$ cat src/rtl/riscv_multicycle.sv
// Multicycle RV32 subset core: one shared memory port, FETCH/DECODE/EXEC/MEM/WB sequencing.
// Illegal instructions park the core in HALT until reset.
module riscv_multicycle #(
    parameter int DATA_WIDTH = 32,
    parameter int ADDRESS_WIDTH = 16,
    parameter logic [DATA_WIDTH-1:0] RESET_VECTOR = '0
) (
    input  logic                     clk,
    input  logic                     rst,
    output logic                     mem_req,
    output logic                     mem_we,
    output logic [ADDRESS_WIDTH-1:0] mem_addr,
    output logic [DATA_WIDTH-1:0]    mem_wdata,
    input  logic                     mem_ready,
    input  logic [DATA_WIDTH-1:0]    mem_rdata,
    output logic [DATA_WIDTH-1:0]    a0,
    output logic                     halted,
    output logic                     retire
);
    typedef enum logic [2:0] {FETCH, DECODE, EXEC, MEM, WB, HALT} state_t;
    typedef enum logic [3:0] {
        OP_ADD, OP_SUB, OP_AND, OP_OR, OP_SLT, OP_ADDI, OP_LW, OP_SW,
        OP_BEQ, OP_BNE, OP_JAL, OP_ILL
    } op_t;

    state_t state, state_next;
    op_t op, dec_op;
    logic run;
    logic [31:0] ir;
    logic [DATA_WIDTH-1:0] pc, pc_old, rs1_val, rs2_val, imm, result, dec_imm, alu_out;
    logic [DATA_WIDTH-1:0] regs [32];
    logic mem_done, take_branch;

    // run is cleared by reset so the request stays low during the reset cycle itself
    assign mem_req   = run && (state == FETCH || state == MEM);
    assign mem_we    = mem_req && state == MEM && op == OP_SW;
    assign mem_addr  = (state == MEM) ? result[ADDRESS_WIDTH-1:0] : pc[ADDRESS_WIDTH-1:0];
    assign mem_wdata = rs2_val;
    assign mem_done  = mem_req && mem_ready;
    assign halted    = (state == HALT);
    assign a0        = regs[10];
    assign take_branch = (op == OP_BEQ && rs1_val == rs2_val) || (op == OP_BNE && rs1_val != rs2_val);

    always_comb begin
        dec_op  = OP_ILL;
        dec_imm = '0;
        case (ir[6:0])
            7'b0110011: begin
                if (ir[31:25] == 7'b0000000) begin
                    case (ir[14:12])
                        3'b000:  dec_op = OP_ADD;
                        3'b111:  dec_op = OP_AND;
                        3'b110:  dec_op = OP_OR;
                        3'b010:  dec_op = OP_SLT;
                        default: dec_op = OP_ILL;
                    endcase
                end else if (ir[31:25] == 7'b0100000 && ir[14:12] == 3'b000) begin
                    dec_op = OP_SUB;
                end
            end
            7'b0010011: if (ir[14:12] == 3'b000) begin
                dec_op  = OP_ADDI;
                dec_imm = {{(DATA_WIDTH-12){ir[31]}}, ir[31:20]};
            end
            7'b0000011: if (ir[14:12] == 3'b010) begin
                dec_op  = OP_LW;
                dec_imm = {{(DATA_WIDTH-12){ir[31]}}, ir[31:20]};
            end
            7'b0100011: if (ir[14:12] == 3'b010) begin
                dec_op  = OP_SW;
                dec_imm = {{(DATA_WIDTH-12){ir[31]}}, ir[31:25], ir[11:7]};
            end
            7'b1100011: if (ir[14:13] == 2'b00) begin
                dec_op  = ir[12] ? OP_BNE : OP_BEQ;
                dec_imm = {{(DATA_WIDTH-13){ir[31]}}, ir[31], ir[7], ir[30:25], ir[11:8], 1'b0};
            end
            7'b1101111: begin
                dec_op  = OP_JAL;
                dec_imm = {{(DATA_WIDTH-21){ir[31]}}, ir[31], ir[19:12], ir[20], ir[30:21], 1'b0};
            end
            default: dec_op = OP_ILL;
        endcase
    end

    always_comb begin
        alu_out = '0;
        case (op)
            OP_ADD:  alu_out = rs1_val + rs2_val;
            OP_SUB:  alu_out = rs1_val - rs2_val;
            OP_AND:  alu_out = rs1_val & rs2_val;
            OP_OR:   alu_out = rs1_val | rs2_val;
            OP_SLT:  alu_out = {{(DATA_WIDTH-1){1'b0}}, ($signed(rs1_val) < $signed(rs2_val))};
            OP_ADDI, OP_LW, OP_SW: alu_out = rs1_val + imm;
            OP_JAL:  alu_out = pc_old + DATA_WIDTH'(4);
            default: alu_out = '0;
        endcase
    end

    always_comb begin
        state_next = state;
        retire     = 1'b0;
        case (state)
            FETCH:  if (mem_done) state_next = DECODE;
            DECODE: state_next = (dec_op == OP_ILL) ? HALT : EXEC;
            EXEC: begin
                case (op)
                    OP_LW, OP_SW: state_next = MEM;
                    OP_BEQ, OP_BNE, OP_JAL: begin
                        state_next = FETCH;
                        retire     = 1'b1;
                    end
                    default: state_next = WB;
                endcase
            end
            MEM: if (mem_done) begin
                state_next = (op == OP_SW) ? FETCH : WB;
                retire     = (op == OP_SW);
            end
            WB: begin
                state_next = FETCH;
                retire     = 1'b1;
            end
            HALT:    state_next = HALT;
            default: state_next = FETCH;
        endcase
        // an instruction cut short by reset does not count as completed
        if (rst) retire = 1'b0;
    end

    always_ff @(posedge clk) begin
        if (rst) begin
            state   <= FETCH;
            run     <= 1'b0;
            op      <= OP_ILL;
            ir      <= '0;
            pc      <= RESET_VECTOR;
            pc_old  <= '0;
            rs1_val <= '0;
            rs2_val <= '0;
            imm     <= '0;
            result  <= '0;
            for (int unsigned i = 0; i < 32; i++) regs[i] <= '0;
        end else begin
            state <= state_next;
            run   <= 1'b1;
            case (state)
                FETCH: if (mem_done) begin
                    ir     <= mem_rdata[31:0];
                    pc_old <= pc;
                    pc     <= pc + DATA_WIDTH'(4);
                end
                DECODE: begin
                    op      <= dec_op;
                    rs1_val <= regs[ir[19:15]];
                    rs2_val <= regs[ir[24:20]];
                    imm     <= dec_imm;
                end
                EXEC: begin
                    result <= alu_out;
                    if (take_branch || op == OP_JAL) pc <= pc_old + imm;
                    if (op == OP_JAL && ir[11:7] != 5'd0) regs[ir[11:7]] <= alu_out;
                end
                MEM: if (mem_done && op == OP_LW) result <= mem_rdata;
                WB: if (ir[11:7] != 5'd0) regs[ir[11:7]] <= result;
                default: ;
            endcase
        end
    end
endmodule

$ cat config.mk
export PLATFORM = sky130hd
export DESIGN_NAME = riscv_multicycle
export DESIGN_NICKNAME = d
export VERILOG_FILES = /design/src/rtl/riscv_multicycle.sv
export SDC_FILE = /design/constraint.sdc
export NUM_CORES = 2
export LEC_CHECK = 0
export CORE_ASPECT_RATIO = 0.5
export CORE_MARGIN = 10
export CORE_UTILIZATION = 50
export CTS_CLUSTER_DIAMETER = 200
export CTS_CLUSTER_SIZE = 16
export DETAILED_ROUTE_END_ITERATION = 12
export GPL_TIMING_DRIVEN = 0
export PLACE_DENSITY = 0.68
export SLEW_MARGIN = 10
export SYNTH_ARGS = -nofsm -noshare
export SYNTH_HDL_FRONTEND = slang
export SYNTH_SLANG_ARGS = --single-unit
export TNS_END_PERCENT = 1
$ cat constraint.sdc
create_clock -name clk -period 5.4 [get_ports clk]
set_input_delay 1.08 -clock clk [delete_from_list [all_inputs] [get_ports clk]]
set_output_delay 1.08 -clock clk [all_outputs]
set_load 0.01 [all_outputs]
# Word level (Yosys, flattened, before mapping)
# Memories as Yosys holds them, arrays and structs flattened. A register that Yosys moved wholly into a read port is not among the register bits.
# Cells that the tools add are included.
totals:
  n_memories: 1
  word_cells: 125
  reg_bits: 168
  input_bits: 35
  mem_bits_rw: 1024
  output_inout_bits: 84
op_classes:
  magnitude_cmp: 1
  addsub: 6
  muxes: 46
  bitwise: 3
  n_reduce_logical: 28
  n_eq_ne: 32
mem_list:
  columns: ["memory", "depth", "word_bits", "read_ports", "rd_ports_with_merged_regs", "write_ports", "line_no", "source"]
  rows:
  - ["regs", 32, 32, 3, 2, 32, "31", "logic [DATA_WIDTH-1:0] regs [32];"]
ops:
  columns: ["op", "count"]
  rows:
  - ["2-to-1 mux 32 bit", 9]
  - ["one-hot mux 32 bit (7 select lines)", 1]
  - ["one-hot mux 32 bit (5 select lines)", 1]
  - ["one-hot mux 32 bit (2 select lines)", 2]
  - ["adder 32 bit", 3]
  - ["adder 32 x 3 -> 32 bit (second input constant)", 2]
  - ["bitwise AND 32 bit", 1]
  - ["equality test 32 bit", 1]
  - ["less-than comparator 32 bit", 1]
  - ["!= test 32 bit", 1]
  - ["OR 32 bit", 1]
  - ["OR reduction 32 bit", 1]
  - ["subtractor 32 bit", 1]
  - ["one-hot mux 4 bit (6 select lines)", 1]
  - ["equality test 7 x 6 -> 1 bit (second input constant)", 3]
  - ["2-to-1 mux 4 bit", 5]
  - ["equality test 4 x 3 -> 1 bit (second input constant)", 4]
  - ["equality test 4 bit (second input constant)", 4]
  - ["2-to-1 mux 1 bit", 16]
  - ["2-to-1 mux 16 bit", 1]
  - ["one-hot mux 4 bit (4 select lines)", 1]
  - ["one-hot mux 3 bit (5 select lines)", 1]
  - ["equality test 7 bit (second input constant)", 2]
  - ["equality test 3 bit (second input constant)", 4]
  - ["26 further kinds", 49]

# Depth between registers and ports, before layout
logic_depth:
  word_depth: 9
  depth_mapped: 18
  ltp_nobuf: 15

# Worst setup path before layout
# Ideal clock, no wire load.
synth_timing:
  path_kind: "register to register"
  start: "register op[0]"
  end: "memory regs[10][30] (data pin)"
  slack_ps: 1327
  path_buffers: 4
  synth_period_minus_slack_ps: 4073
  setup_ps: 266
  stages_incl_launch_ff: 18
  required_ps: 5134
  t_arrival_ps: 3807
  cell_sequence: "dfxtp_1 clkbuf_1 nor2_1 or3b_2 clkbuf_1 a21o_1 ha_1 clkbuf_1 a21oi_1 or3_1 nand2b_1 a221o_1 a221oi_1 xor2_1 o211ai_1 mux2i_1 buf_2 nor2_1"
synth_rtl:
  columns: ["element", "line_no", "source"]
  rows:
  - ["start: declaration", "27", "op_t op, dec_op;"]
  - ["start signal: assignment", "153", "op <= dec_op;"]
  - ["end: declaration", "31", null]

==> flow_summary_export.csv <==
group,metric,value,unit
drt,firstDrtPassIters,8,
sta,worstMarginPinSlew,1432,ps
pwr,peakVddDrop,0.0002915,V
logic_synthesis,synth_edf_count,1024,
drt,dr.first_iter.drc_count,9046,
sta,finalWorstSetupSlack,-304.1,ps
sta,fin_crit,5704,ps
sta,final.setup.tns,-34630,ps
place,dp.cells,7683,
clock_tree,clock-sinks,1245,
place,dp_hpwl,211200,um
clock_tree,cts_root_buffer,"clkbuf_16",
critical_path,path_delay_family,"simple AND/OR/NAND/NOR gates",
layout,fin_cells,7805,
pwr,power_density,276.4,nW/um2
critical_path,crit_path_frequent_cell,"clkbuf_1",
drt,routed_via_density,6.944,
critical_path,worstSetupPathType,"flip-flop to flip-flop",
logic_synthesis,synth_area,69790,um2
sta,post-route-period-util,1.056,
critical_path,worstSetupEndpointType,"flip-flop",
die,ios,119,
global_routing,overflow,0,
layout,fin_area,76880,um2
place,io_buffers,117,
sta,report.final.slew_viol_count,0,
logic_synthesis,synth_flop_cell,"edfxtp_1",
layout,final_util,0.5575,
sta,fin_skew,66.59,ps
global_routing,grt_max_degree,33,
drt,ant_nets,0,
sta,finalHoldViolCount,0,
sta,rsz0062_at_grt,"true",
clock_tree,cts_max_level,3,
logic_synthesis,synth_warnings,0,
die,die_y,284.2,um
logic_synthesis,syn_inst,5645,
critical_path,crit_slowest_cell,"dfxtp_1",
sta,report.final.setup_viol,263,
critical_path,crit_chain,"nor3_1, a211oi_1, nor2b_1, and3_1, clkbuf_1, nand2_1, clkbuf_1, nand2_2, buf_12",
sta,relSlewSlack,0.04506,
die,placementRows,96,
outcome,violations,"negative setup slack",
global_routing,antenna_found_initial,17,
global_routing,grt_usage,0.3377,
clock_tree,clk_path_buf_depth,3,
logic_synthesis,ys_types,104,
logic_synthesis,synth-seq-area-share,0.5040,
critical_path,arrival,6140,ps
place,place_area,74060,um2
clock_tree,cts_tree,"built",
global_routing,grt_pass1_wl,377900,um
clock_tree,cts_made_buffers,87,
flow_run,cap_violations,0,
hold_path,hp-class,"flip-flop to flip-flop",
drt,drt_wl_total,272500,um
clock_tree,clk_latency,770,ps
die,die-area,155800,um2
drt,route.vias.total,54200,
sta,fmax,175.3,MHz
global_routing,grt_pass1_vias,51800,
critical_path,path_max_fanout,23,
critical_path,slowest_delay,930,ps
critical_path,crit_required,5840,ps
die,die_x,548.4,um
die,start_util,0.5061,
layout,drive_gt1_frac,0.1775,
pwr,p_leak,0.02449,uW
place,routabilityCongestion,1.057,
drt,drc,0,
clock_tree,path_clk_slew,90,ps
outcome,outcome,"complete, but fails checks",
critical_path,start_kind,"flip-flop",
pwr,report.power.total,21250,uW
logic_synthesis,async_flop_share,0,
drt,wl_per_cell,34.91,um
critical_path,path_buf_inv,3,
logic_synthesis,ys_ff_latch,1245,
logic_synthesis,postSynthAreaPerCell,12.36,um2
layout,final_nets,6115,
die,core_area,137900,um2
layout,syn_to_final_growth,10.15,%
kinds of logic (layout without fill, tap and decap cells):
kind of cell,after synthesis,count (layout),share of synthesized area
simple gates,2012,2012,0.1256
flops,1245,1245,0.5040
buf+inv,622,884,0.03586
xor+xnor,100,100,0.01255
fa+ha+maj,170,170,0.03080
mux,727,727,0.2192
compound gates,768,768,0.07186
other cells,1,37,0.00005373
cell usage after synthesis, types with 14 or more instances:
cell      number  share of area
a211oi_1      94          0.010
a21o_1        37         0.0040
a21oi_1      256          0.018
a22oi_1       20         0.0022
a31oi_1       30         0.0027
and3_1        28         0.0025
buf_1         51         0.0027
buf_2         62         0.0044
clkbuf_1     381          0.020
dfxtp_1      221          0.063
edfxtp_1    1024           0.44
ha_1         167          0.030
inv_1        113         0.0061
mux2i_1       83          0.012
mux4_2       640           0.21
nand2_1      420          0.023
nand2b_1      26         0.0023
nand3_1       68         0.0049
nand4_1       30         0.0027
nor2_1      1190          0.064
nor2b_1       19         0.0017
nor3_1        55         0.0039
nor3_2        60         0.0086
nor4_1        23         0.0021
o211ai_1      20         0.0022
o21ai_0      126         0.0090
o21bai_1      14         0.0015
o221ai_1      15         0.0019
o22ai_1       16         0.0014
xnor2_1       59         0.0074
xor2_1        41         0.0051
layout make-up:
| class | count | area, um2 |
|---|---|---|
| diodes | 5 | 12.51 |
| plain buffers | 508 | 2152 |
| clock buffers | 111 | 2310 |
| clock inverters | 6 | 113.9 |
| fillers | 11470 | 61020 |
| inverters | 113 | 424.2 |
| multi-input cells | 3809 | 32600 |
| flip-flops and latches | 1245 | 35180 |
| well taps | 1862 | 2330 |
| repair buffers | 146 | 1759 |
per-stage QoR:
| stage | hold WS [ps] | setup slack, ps |
|---|---|---|
| floorplan | 428.8 | 1327 |
| detailed placement | 456.4 | -1524 |
| global placement | 443.2 | -1472 |
| global route | 508.5 | -138.0 |
| CTS | 477.8 | 8.654 |
| finish | 477.8 | -304.1 |
per-layer routing:
metal	GRT usage	wire length, um	up-vias
li1	-	-	21730
met5	0	199	-
met4	0.1083	10350	24
met3	0.1770	51310	654
met2	0.4932	116100	4555
met1	0.4335	94590	27240
tightest hold or removal path: stages (launching register included):
cell	delay, ps
dfxtp_1	330
nand2_1	60
a21oi_1	50
state kept, by name, indices dropped and copies added (netlist names):
| register | count |
|---|---|
| imm | 21 |
| ir | 32 |
| mem_wdata | 32 |
| op | 4 |
| pc | 32 |
| pc_old | 32 |
| regs | 1024 |
| result | 32 |
| rs1_val | 32 |
| run | 1 |
| state | 3 |
cells in the final DEF (no fill, tap or decap), types with 33 or more instances in the layout:
cell type | Yosys | final
dfxtp_1 | 221 | 220
clkbuf_1 | 381 | 373
inv_1 | 113 | 113
mux2i_1 | 83 | 71
ha_1 | 167 | 167
mux4_2 | 640 | 640
buf_1 | 51 | 43
nand2_1 | 420 | 388
nor2_1 | 1190 | 1189
nand2_2 | 1 | 33
a211oi_1 | 94 | 93
buf_2 | 62 | 59
a21oi_1 | 256 | 252
a21o_1 | 37 | 37
clkdlybuf4s50_1 | 0 | 117
xor2_1 | 41 | 41
nor3_2 | 60 | 61
nor3_1 | 55 | 54
clkbuf_16 | 0 | 89
xnor2_1 | 59 | 59
o21ai_0 | 126 | 121
edfxtp_1 | 1024 | 1024
nand3_1 | 68 | 68
report_power, final:
| group | internal [uW] | switching, uW | total, uW | leakage (uW) |
|---|---|---|---|---|
| logic | 1340 | 2400 | 3740 | 0.0110 |
| registers | 10700 | 271 | 10900 | 0.0124 |
| clock network | 3010 | 3540 | 6550 | 0.00117 |
| total | 15000 | 6210 | 21200 | 0.0245 |
timing repair:
item | in CTS | in global routing
pin swaps | 1 | 4
endpoints found under the hold margin | 0 | 0
buffers inserted | 1 | 0
hold buffers | 0 | 0
resized for setup | 49 | 52
endpoints found under the setup margin | 1129 | 1048
final timing paths:
path / cells past startpoint / endpoint / slack, ps / start
setup / recovery: 9 / regs[7][1] / -300 / ir[11]
hold / removal: 2 / pc_old[31] / 480 / pc[31]
setup reg to reg: 9 / regs[7][1] / -300 / ir[11]
hold reg to reg: 2 / pc_old[31] / 480 / pc[31]
No activity file was read; power rests on OpenSTA's default activity.
